## src/rtl/uart_rx_deserializer.sv

```systemverilog
// UART receive deserialiser: 16x oversampled 8N1 (or 8E1/8O1 with UART_RX_PARITY_EN) into the RX FIFO write port.
// Byte appears mid-stop-bit; a full FIFO drops the byte and flags overrun_error. There is no other backpressure.
module uart_rx_deserializer #(
  parameter int DATA_BITS   = 8,
  parameter int OVERSAMPLE  = 16,
  parameter int SYNC_STAGES = 2,
  parameter int PARITY_ODD  = 0
) (
  input  logic                 clk,
  input  logic                 reset,
  input  logic [10:0]          baud_final_value,
  input  logic                 rx,
  input  logic                 rx_fifo_Full,
  output logic [DATA_BITS-1:0] rx_fifo_dataIn,
  output logic                 rx_fifo_writeEn,
  output logic                 framing_error,
  output logic                 parity_error,
  output logic                 overrun_error,
  output logic                 rx_busy
);

  localparam logic [3:0] S_MID  = 4'(OVERSAMPLE/2 - 1);
  localparam logic [3:0] S_END  = 4'(OVERSAMPLE - 1);
  localparam logic [2:0] N_LAST = 3'(DATA_BITS - 1);

  if (SYNC_STAGES < 2 || PARITY_ODD < 0 || PARITY_ODD > 1) begin : g_bad_param
    $error("uart_rx_deserializer: SYNC_STAGES must be >= 2 and PARITY_ODD 0 or 1");
  end

  typedef enum logic [2:0] {
    IDLE,
    START,
    DATA,
`ifdef UART_RX_PARITY_EN
    PARITY,
`endif
    STOP
  } state_t;

  state_t                 state;
  logic [3:0]             s;
  logic [2:0]             n;
  logic [DATA_BITS-1:0]   shift;
  logic [10:0]            tick_cnt;
  logic                   tick;
  logic [SYNC_STAGES-1:0] sync_q;
  logic                   rx_s;
  logic                   rx_prev;

  // The >= compare keeps the counter from running away when the divisor is lowered mid-count.
  assign tick = (tick_cnt >= baud_final_value);

  always_ff @(posedge clk) begin
    if (reset) begin
      tick_cnt <= '0;
    end else if (tick) begin
      tick_cnt <= '0;
    end else begin
      tick_cnt <= tick_cnt + 11'd1;
    end
  end

  always_ff @(posedge clk) begin
    if (reset) begin
      sync_q  <= '1;
      rx_prev <= 1'b1;
    end else begin
      sync_q  <= {sync_q[SYNC_STAGES-2:0], rx};
      rx_prev <= rx_s;
    end
  end

  assign rx_s = sync_q[SYNC_STAGES-1];

`ifdef UART_RX_PARITY_EN
  logic par_bad;
`else
  assign parity_error = 1'b0;
`endif

  always_ff @(posedge clk) begin
    if (reset) begin
      state           <= IDLE;
      s               <= '0;
      n               <= '0;
      shift           <= '0;
      rx_fifo_dataIn  <= '0;
      rx_fifo_writeEn <= 1'b0;
      framing_error   <= 1'b0;
      overrun_error   <= 1'b0;
      rx_busy         <= 1'b0;
`ifdef UART_RX_PARITY_EN
      par_bad         <= 1'b0;
      parity_error    <= 1'b0;
`endif
    end else begin
      rx_fifo_writeEn <= 1'b0;
      framing_error   <= 1'b0;
      overrun_error   <= 1'b0;
`ifdef UART_RX_PARITY_EN
      parity_error    <= 1'b0;
`endif
      case (state)
        // A falling edge is required, so a held-low line (break) cannot retrigger.
        IDLE: begin
          if (rx_prev && !rx_s) begin
            state   <= START;
            s       <= '0;
            rx_busy <= 1'b1;
          end
        end
        START: begin
          if (tick) begin
            if (s == S_MID) begin
              if (rx_s) begin
                state   <= IDLE;
                rx_busy <= 1'b0;
              end else begin
                state <= DATA;
                s     <= '0;
                n     <= '0;
              end
            end else begin
              s <= s + 4'd1;
            end
          end
        end
        DATA: begin
          if (tick) begin
            if (s == S_END) begin
              s     <= '0;
              shift <= {rx_s, shift[DATA_BITS-1:1]};
              if (n == N_LAST) begin
`ifdef UART_RX_PARITY_EN
                state <= PARITY;
`else
                state <= STOP;
`endif
              end else begin
                n <= n + 3'd1;
              end
            end else begin
              s <= s + 4'd1;
            end
          end
        end
`ifdef UART_RX_PARITY_EN
        PARITY: begin
          if (tick) begin
            if (s == S_END) begin
              s       <= '0;
              par_bad <= (rx_s != ((^shift) ^ PARITY_ODD[0]));
              state   <= STOP;
            end else begin
              s <= s + 4'd1;
            end
          end
        end
`endif
        STOP: begin
          if (tick) begin
            if (s == S_END) begin
              s       <= '0;
              state   <= IDLE;
              rx_busy <= 1'b0;
              if (!rx_s) begin
                framing_error <= 1'b1;
`ifdef UART_RX_PARITY_EN
              end else if (par_bad) begin
                parity_error <= 1'b1;
`endif
              end else if (rx_fifo_Full) begin
                overrun_error <= 1'b1;
              end else begin
                rx_fifo_dataIn  <= shift;
                rx_fifo_writeEn <= 1'b1;
              end
            end else begin
              s <= s + 4'd1;
            end
          end
        end
        default: begin
          state   <= IDLE;
          rx_busy <= 1'b0;
        end
      endcase
    end
  end

endmodule

```

## config.mk

```make
export PLATFORM = sky130hd
export DESIGN_NAME = uart_rx_deserializer
export DESIGN_NICKNAME = d
export VERILOG_FILES = /design/src/rtl/uart_rx_deserializer.sv
export SDC_FILE = /design/constraint.sdc
export NUM_CORES = 1
export LEC_CHECK = 0
export CORE_MARGIN = 4
export CORE_UTILIZATION = 59
export DETAILED_ROUTE_END_ITERATION = 7
export PLACE_DENSITY = 0.91
export SETUP_SLACK_MARGIN = 0.3
export SLEW_MARGIN = 0
export SYNTH_ARGS = -nofsm -noshare
export SYNTH_HDL_FRONTEND = slang
export SYNTH_SLANG_ARGS = --single-unit
```

## constraint.sdc

```tcl
create_clock -name clk -period 4.1 [get_ports clk]
set_input_delay 0.82 -clock clk [delete_from_list [all_inputs] [get_ports clk]]
set_output_delay 0.82 -clock clk [all_outputs]
set_load 0.01 [all_outputs]
```

==> results.cfg, run 1 <==
[synthesis]
async_flop_share_pct = 0
syn-cell-area_mm2 = 0.002181
synth_largest_area_cell = dfxtp_1
netlist.area_leader.share_pct = 39.47
netlist_instances = 236
ys_ff_latch = 43
synthTopCellsByArea = dfxtp_1, mux2i_1, ha_1, nand2_1, xor2_1
synth_edf_count = 0
ys_types = 46
synth_area_per_cell_um2 = 9.241
synth_warnings = 0
syn_nets = 266
synth_flop_cell = dfxtp_1
yosysSeqAreaShare_pct = 39.47

[placement]
hpwlAfterDp_mm = 3.357
place_congestion = 0.8404
port_buffers = 26

[clock_network]
holdBufCountCts = 0
cts.sinks = 43
clockBufferDepth = 2
cts_setup_buffers = 0
cts_made_buffers = 5
cts_resized = 0
clkTransAtPathRegs_ps = 80
clock_latency_ps = 300
cts_tree = yes
root_buffer = clkbuf_8
h-tree-depth = 2

[outcome]
status = finished, final reports clean

[floorplanning]
die-area_mm2 = 0.004733
num_io_pins = 28
die_w_um = 68.80
start_util_pct = 63.36
fp-row-count = 21
coreArea_mm2 = 0.003442
die_h_um = 68.80

[sta]
fin_hold_ws_ps = 418.7
period_needed_ps = 2728
worstMarginPinSlew_ps = 617.9
tns_ps = 0
report.final.slew_viol_count = 0
finalHoldViolCount = 0
setup_viol_count_final = 0
fmax_mhz = 366.6
skew_ps = 5.705
max-slew-margin-rel_pct = 58.37
timing.final.crit_share_pct = 66.53
rsz0062_at_grt = false

[setup_path]
worstPathArrival_ps = 2960
r2r-end = overrun_error
critical_path.startpoint_type = primary input
r2r_cells = 7
endpoint_kind = flop
reg2reg_slack_ps = 1910
r2r-start = tick_cnt[0]
path_max_fanout = 8
critPathRequiredTime_ps = 4330
critPathKind = in -> reg
crit_path_end = rx_fifo_dataIn[4]
crit_start = baud_final_value[6]

[drt]
drcViolationCount = 0
via_per_inst = 5.832
wl_mm = 4.628
wl_per_cell_um = 14.98
vias = 1802
firstDrtPassIters = 5
drt_iter0_drc = 181
antenna_left = 0

[pwr]
p_sw_share_pct = 21.86
ir_drop_mv = 0.1914
seqPwrFrac_pct = 52.0
p_comb_share_pct = 7.0
power.net_switching_mw = 0.1812
p_leak_nw = 1.168
clock_power_share_pct = 40.9
power.total_mw = 0.8288
internal_power_mw = 0.6476
power_density_mw_per_mm2 = 320.5

[global_routing]
overflow = 0
grt_max_degree = 30
grt_usage_pct = 21.81
grt_pass1_wl_mm = 7.631
grt_pass1_vias = 1784
antenna_found_initial = 0

[layout]
syn2layout_area_growth_pct = 18.59
fin_nets = 292
fill_cells = 258
post-route-util_pct = 75.14
drive_above_1_share_pct = 8.365
antennaDiodeCount = 0

[job]
maxCapViolations = 0

[min_path]
hp-start = sync_q[0]
hp-class = reg -> reg
==> logic make-up (layout without fill, tap and decap cells) <==
group,after synthesis,count (layout),share of synthesized area [%]
AO/OA/AOI/OAI,33,33,12.62
XOR/XNOR,11,11,4.418
multiplexers,22,22,10.15
other,1,1,0.1720
AND/OR/NAND/NOR,88,88,20.25
adder cells (fa/ha/maj),15,15,8.606
flip-flops,43,43,39.47
buffers and inverters,23,50,4.302
==> stage by stage <==
step / instance area, um2 / std cells / worst slack (ps)
2_1_floorplan: 2181 / 236 / 1727
3_3_place_gp: 2469 / 301 / 1137
3_5_place_dp: 2469 / 301 / 1071
4_1_cts: 2586 / 309 / 1376
5_1_grt: 2586 / 309 / 1271
6_report: 2586 / 309 / 1372
==> registers in the layout, indices dropped and copies added (netlist names) <==
register	flops
shift	8
framing_error	1
overrun_error	1
rx_busy	1
sync_q	2
n	3
rx_fifo_writeEn	1
rx_fifo_dataIn	8
state	2
rx_prev	1
s	4
tick_cnt	11
==> power by group through the flow <==
stage	clock, mW	sequential (mW)	combinational [mW]
2_1_floorplan	0	0.437	0.0356
3_3_place_gp	0	0.440	0.0554
3_5_place_dp	0	0.440	0.0576
4_1_cts	0.346	0.431	0.0583
5_1_grt	0.362	0.432	0.0647
6_report	0.339	0.431	0.0583
==> worst min-delay path by stage <==
stage	endpoint	slack, ps	depth (start not counted)
after global routing	sync_q[1]	430	1
after detailed placement	sync_q[1]	400	1
after floorplan	sync_q[1]	390	1
final	sync_q[1]	420	1
after CTS	sync_q[1]	420	1
after global placement	sync_q[1]	400	1
==> Yosys cell counts (all sizes together), types with 2 or more instances <==
cell type	number
and4	3
nor3	3
and3	7
or2	3
o2111ai	3
nor2b	2
nand3	9
xor2	10
mux2i	21
nand2	29
o21ai	7
nor2	19
nor4b	2
dfxtp	43
clkbuf	4
ha	15
a21oi	5
a211oi	3
or3	2
a21o	2
buf	4
inv	15
a31oi	2
nand4	5
o21bai	2
a211o	2
==> cell type report <==
type / count / area, um2 / share of cell area (%)
Multi-Input combinational cell: 170 / 1226 / 47.41
Clock buffer: 6 / 82.58 / 3.193
Clock inverter: 2 / 35.03 / 1.355
Tap cell: 46 / 57.56 / 2.225
Inverter: 15 / 56.30 / 2.177
Sequential cell: 43 / 860.8 / 33.28
Timing Repair Buffer: 27 / 267.8 / 10.35
==> per-layer routing <==
metal / GRT usage [%] / share of wire [%]
met1: 25.48 / 43
met2: 37.66 / 49
met3: 6.483 / 6.8
met4: 7.786 / 2.0
met5: 0 / 0
==> layout by cell type (no fill, tap or decap), types with 2 or more instances in the layout <==
| cell | instances |
|---|---|
| a211oi_1 | 3 |
| or3_1 | 2 |
| nor2_1 | 19 |
| clkdlybuf4s50_1 | 26 |
| ha_1 | 15 |
| nand3_1 | 8 |
| clkbuf_8 | 6 |
| a21o_1 | 2 |
| a21oi_1 | 4 |
| mux2i_1 | 21 |
| or2_2 | 3 |
| nand2_1 | 29 |
| o21bai_1 | 2 |
| nor4b_1 | 2 |
| and4_1 | 3 |
| nor3_1 | 3 |
| inv_1 | 15 |
| o21ai_0 | 3 |
| a31oi_2 | 2 |
| o21ai_2 | 2 |
| dfxtp_1 | 43 |
| xor2_1 | 10 |
| a211o_1 | 2 |
| nand4_1 | 5 |
| o21ai_1 | 2 |
| nor2b_1 | 2 |
| and3_1 | 7 |
| o2111ai_1 | 2 |
==> critical path: stages <==
cell and delay, ps:
clkdlybuf4s50_1 450, inv_1 40, ha_1 320, a211o_1 280
a31oi_2 230, o21ai_2 150, o2111ai_4 410, mux2i_1 240
(Power assumes the default switching activity.)
==> run 2: changes to the inputs <==
Settings changed: CORE_UTILIZATION 59 to 49, PLACE_DENSITY 0.91 to 0.82.
Clock period 4.1 ns to 2.3 ns, I/O delays scaled along.
==> results.cfg, run 2 (synthesized netlist as in run 1, its figures left out) <==
[outcome]
status = finished, final reports clean

[min_path]
hp-class = reg -> reg
hold_depth = 1
whs_endpoint = sync_q[1]
hp-start = sync_q[0]

[sta]
fmax_mhz = 521.5
finalHoldViolCount = 0
setup_viol_count_final = 0
setup_slack_ps = 382.3
tns_ps = 0
skew_ps = 6.706
rsz0062_at_grt = true
period_needed_ps = 1918
report.final.slew_viol_count = 0
timing.final.crit_share_pct = 83.38
fin_hold_ws_ps = 419.1

[layout]
largest_reg_flops = 11
syn2layout_area_growth_pct = 33.33
final_cell_mix = dfxtp_1, nand2_1, mux2i_1, nor2_1, clkdlybuf4s50_1
finalInstanceArea_mm2 = 0.002908
fin_nets = 308
antennaDiodeCount = 0
regMostFlops = tick_cnt
reg_top3 = tick_cnt: 11 flops, rx_fifo_dataIn: 8 flops, shift: 8 flops
mostFrequentLayoutCell = dfxtp_1
drive_above_1_share_pct = 24.37

[pwr]
power.net_switching_mw = 0.3435
clock_power_share_pct = 39.2
seqPwrFrac_pct = 51.4
p_leak_nw = 1.264
p_comb_share_pct = 9.4
power.total_mw = 1.487
ir_drop_mv = 0.4503
power_density_mw_per_mm2 = 511.5
internal_power_mw = 1.144
p_sw_share_pct = 23.10

[job]
maxCapViolations = 0

[setup_path]
critPathRequiredTime_ps = 2530
r2r-start = tick_cnt[6]
critPathKind = reg -> reg
r2r_cells = 8
worstPathArrival_ps = 2150
critPathBufInv = 2
reg2reg_slack_ps = 380
slowest_delay_ps = 390
path_max_fanout = 5
path_cells = ha_4 > a211o_1 > a31oi_4 > o21ai_4 > buf_6 > o21ai_4 > buf_6 > mux2i_1
r2r-end = shift[6]
cpLargestDelayFamily = compound AO/OA/AOI/OAI gates
worst-path-stages = 8
slowest_stage = dfxtp_2
critical_path.startpoint_type = flop
endpoint_kind = flop

[placement]
place_congestion = 0.8515
post-place-ws_ps = -232.2
port_buffers = 26
placedInstanceArea_mm2 = 0.002604
hpwlAfterDp_mm = 3.364

[global_routing]
overflow = 0
antenna_found_initial = 0
grt_pass1_vias = 1834
grt_max_degree = 27
grt_usage_pct = 18.34
grt_pass1_wl_mm = 7.983

[drt]
firstDrtPassIters = 4
via_per_inst = 5.681
antenna_left = 0
drcViolationCount = 0
drt_iter0_drc = 103
wl_per_cell_um = 15.02
wl_mm = 4.940
vias = 1869

[floorplanning]
die_w_um = 74.72
fp-row-count = 23
start_util_pct = 52.63
die_h_um = 74.72
num_io_pins = 28
coreArea_mm2 = 0.004144
die-area_mm2 = 0.005582

[clock_network]
clockBufferDepth = 2
clkTransAtPathRegs_ps = 80
root_buffer = clkbuf_8
cts_made_buffers = 5
h-tree-depth = 2
cts.sinks = 43
clock_latency_ps = 300
cts_tree = yes
==> run 2: metal layers <==
layer	up-vias	GRT usage, %	part of all wire [%]
met4	0	6.324	2.1
met2	58	29.76	48
li1	912	-	-
met3	12	4.940	5.8
met1	887	23.63	44
met5	-	0	0
==> run 2: repair_timing <==
action                     4_1_cts  5_1_grt
setup endpoints to repair       40       31
hold buffers                     0        0
gates resized for setup         42       16
buffers inserted                 0        2
pin swaps                       21       12
==> run 2: worst max-delay path by stage <==
stage	slack [ps]	to	start
after floorplan	300	state[1]	baud_final_value[10]
after global placement	-200	n[1]	baud_final_value[2]
after detailed placement	-230	shift[4]	baud_final_value[2]
after CTS	290	shift[4]	baud_final_value[0]
after global routing	300	n[1]	baud_final_value[1]
final	380	shift[6]	tick_cnt[6]
==> run 2: power by group through the flow <==
stage	combinational, mW	clock, mW	sequential [mW]
6_report	0.140	0.584	0.764
5_1_grt	0.154	0.620	0.766
4_1_cts	0.132	0.595	0.764
3_5_place_dp	0.120	0	0.781
3_3_place_gp	0.118	0	0.780
2_1_floorplan	0.0643	0	0.779
==> run 2: layout make-up <==
cell class,count,area [um2]
clock buffer,5,68.82
clock inverter,3,43.79
sequential,43,869.6
inverter,15,56.30
timing repair buffer,43,396.6
multi-input combinational,170,1410
fill,305,1236
tap,50,62.56
==> run 2: metrics by stage <==
step / utilization, % / cells
2_1_floorplan: - / 236
3_3_place_gp: 62.83 / 319
3_5_place_dp: 62.83 / 319
4_1_cts: 68.87 / 327
5_1_grt: 70.17 / 329
6_report: 70.17 / 329
==> run 2: worst reg2reg max path: cells and delay by family, from the launching register on <==
kind | cells | cell delay (ps)
compound gates | 4 | 780
fa+ha+maj | 1 | 220
buf+inv | 2 | 280
flops | 1 | 390
mux | 1 | 190
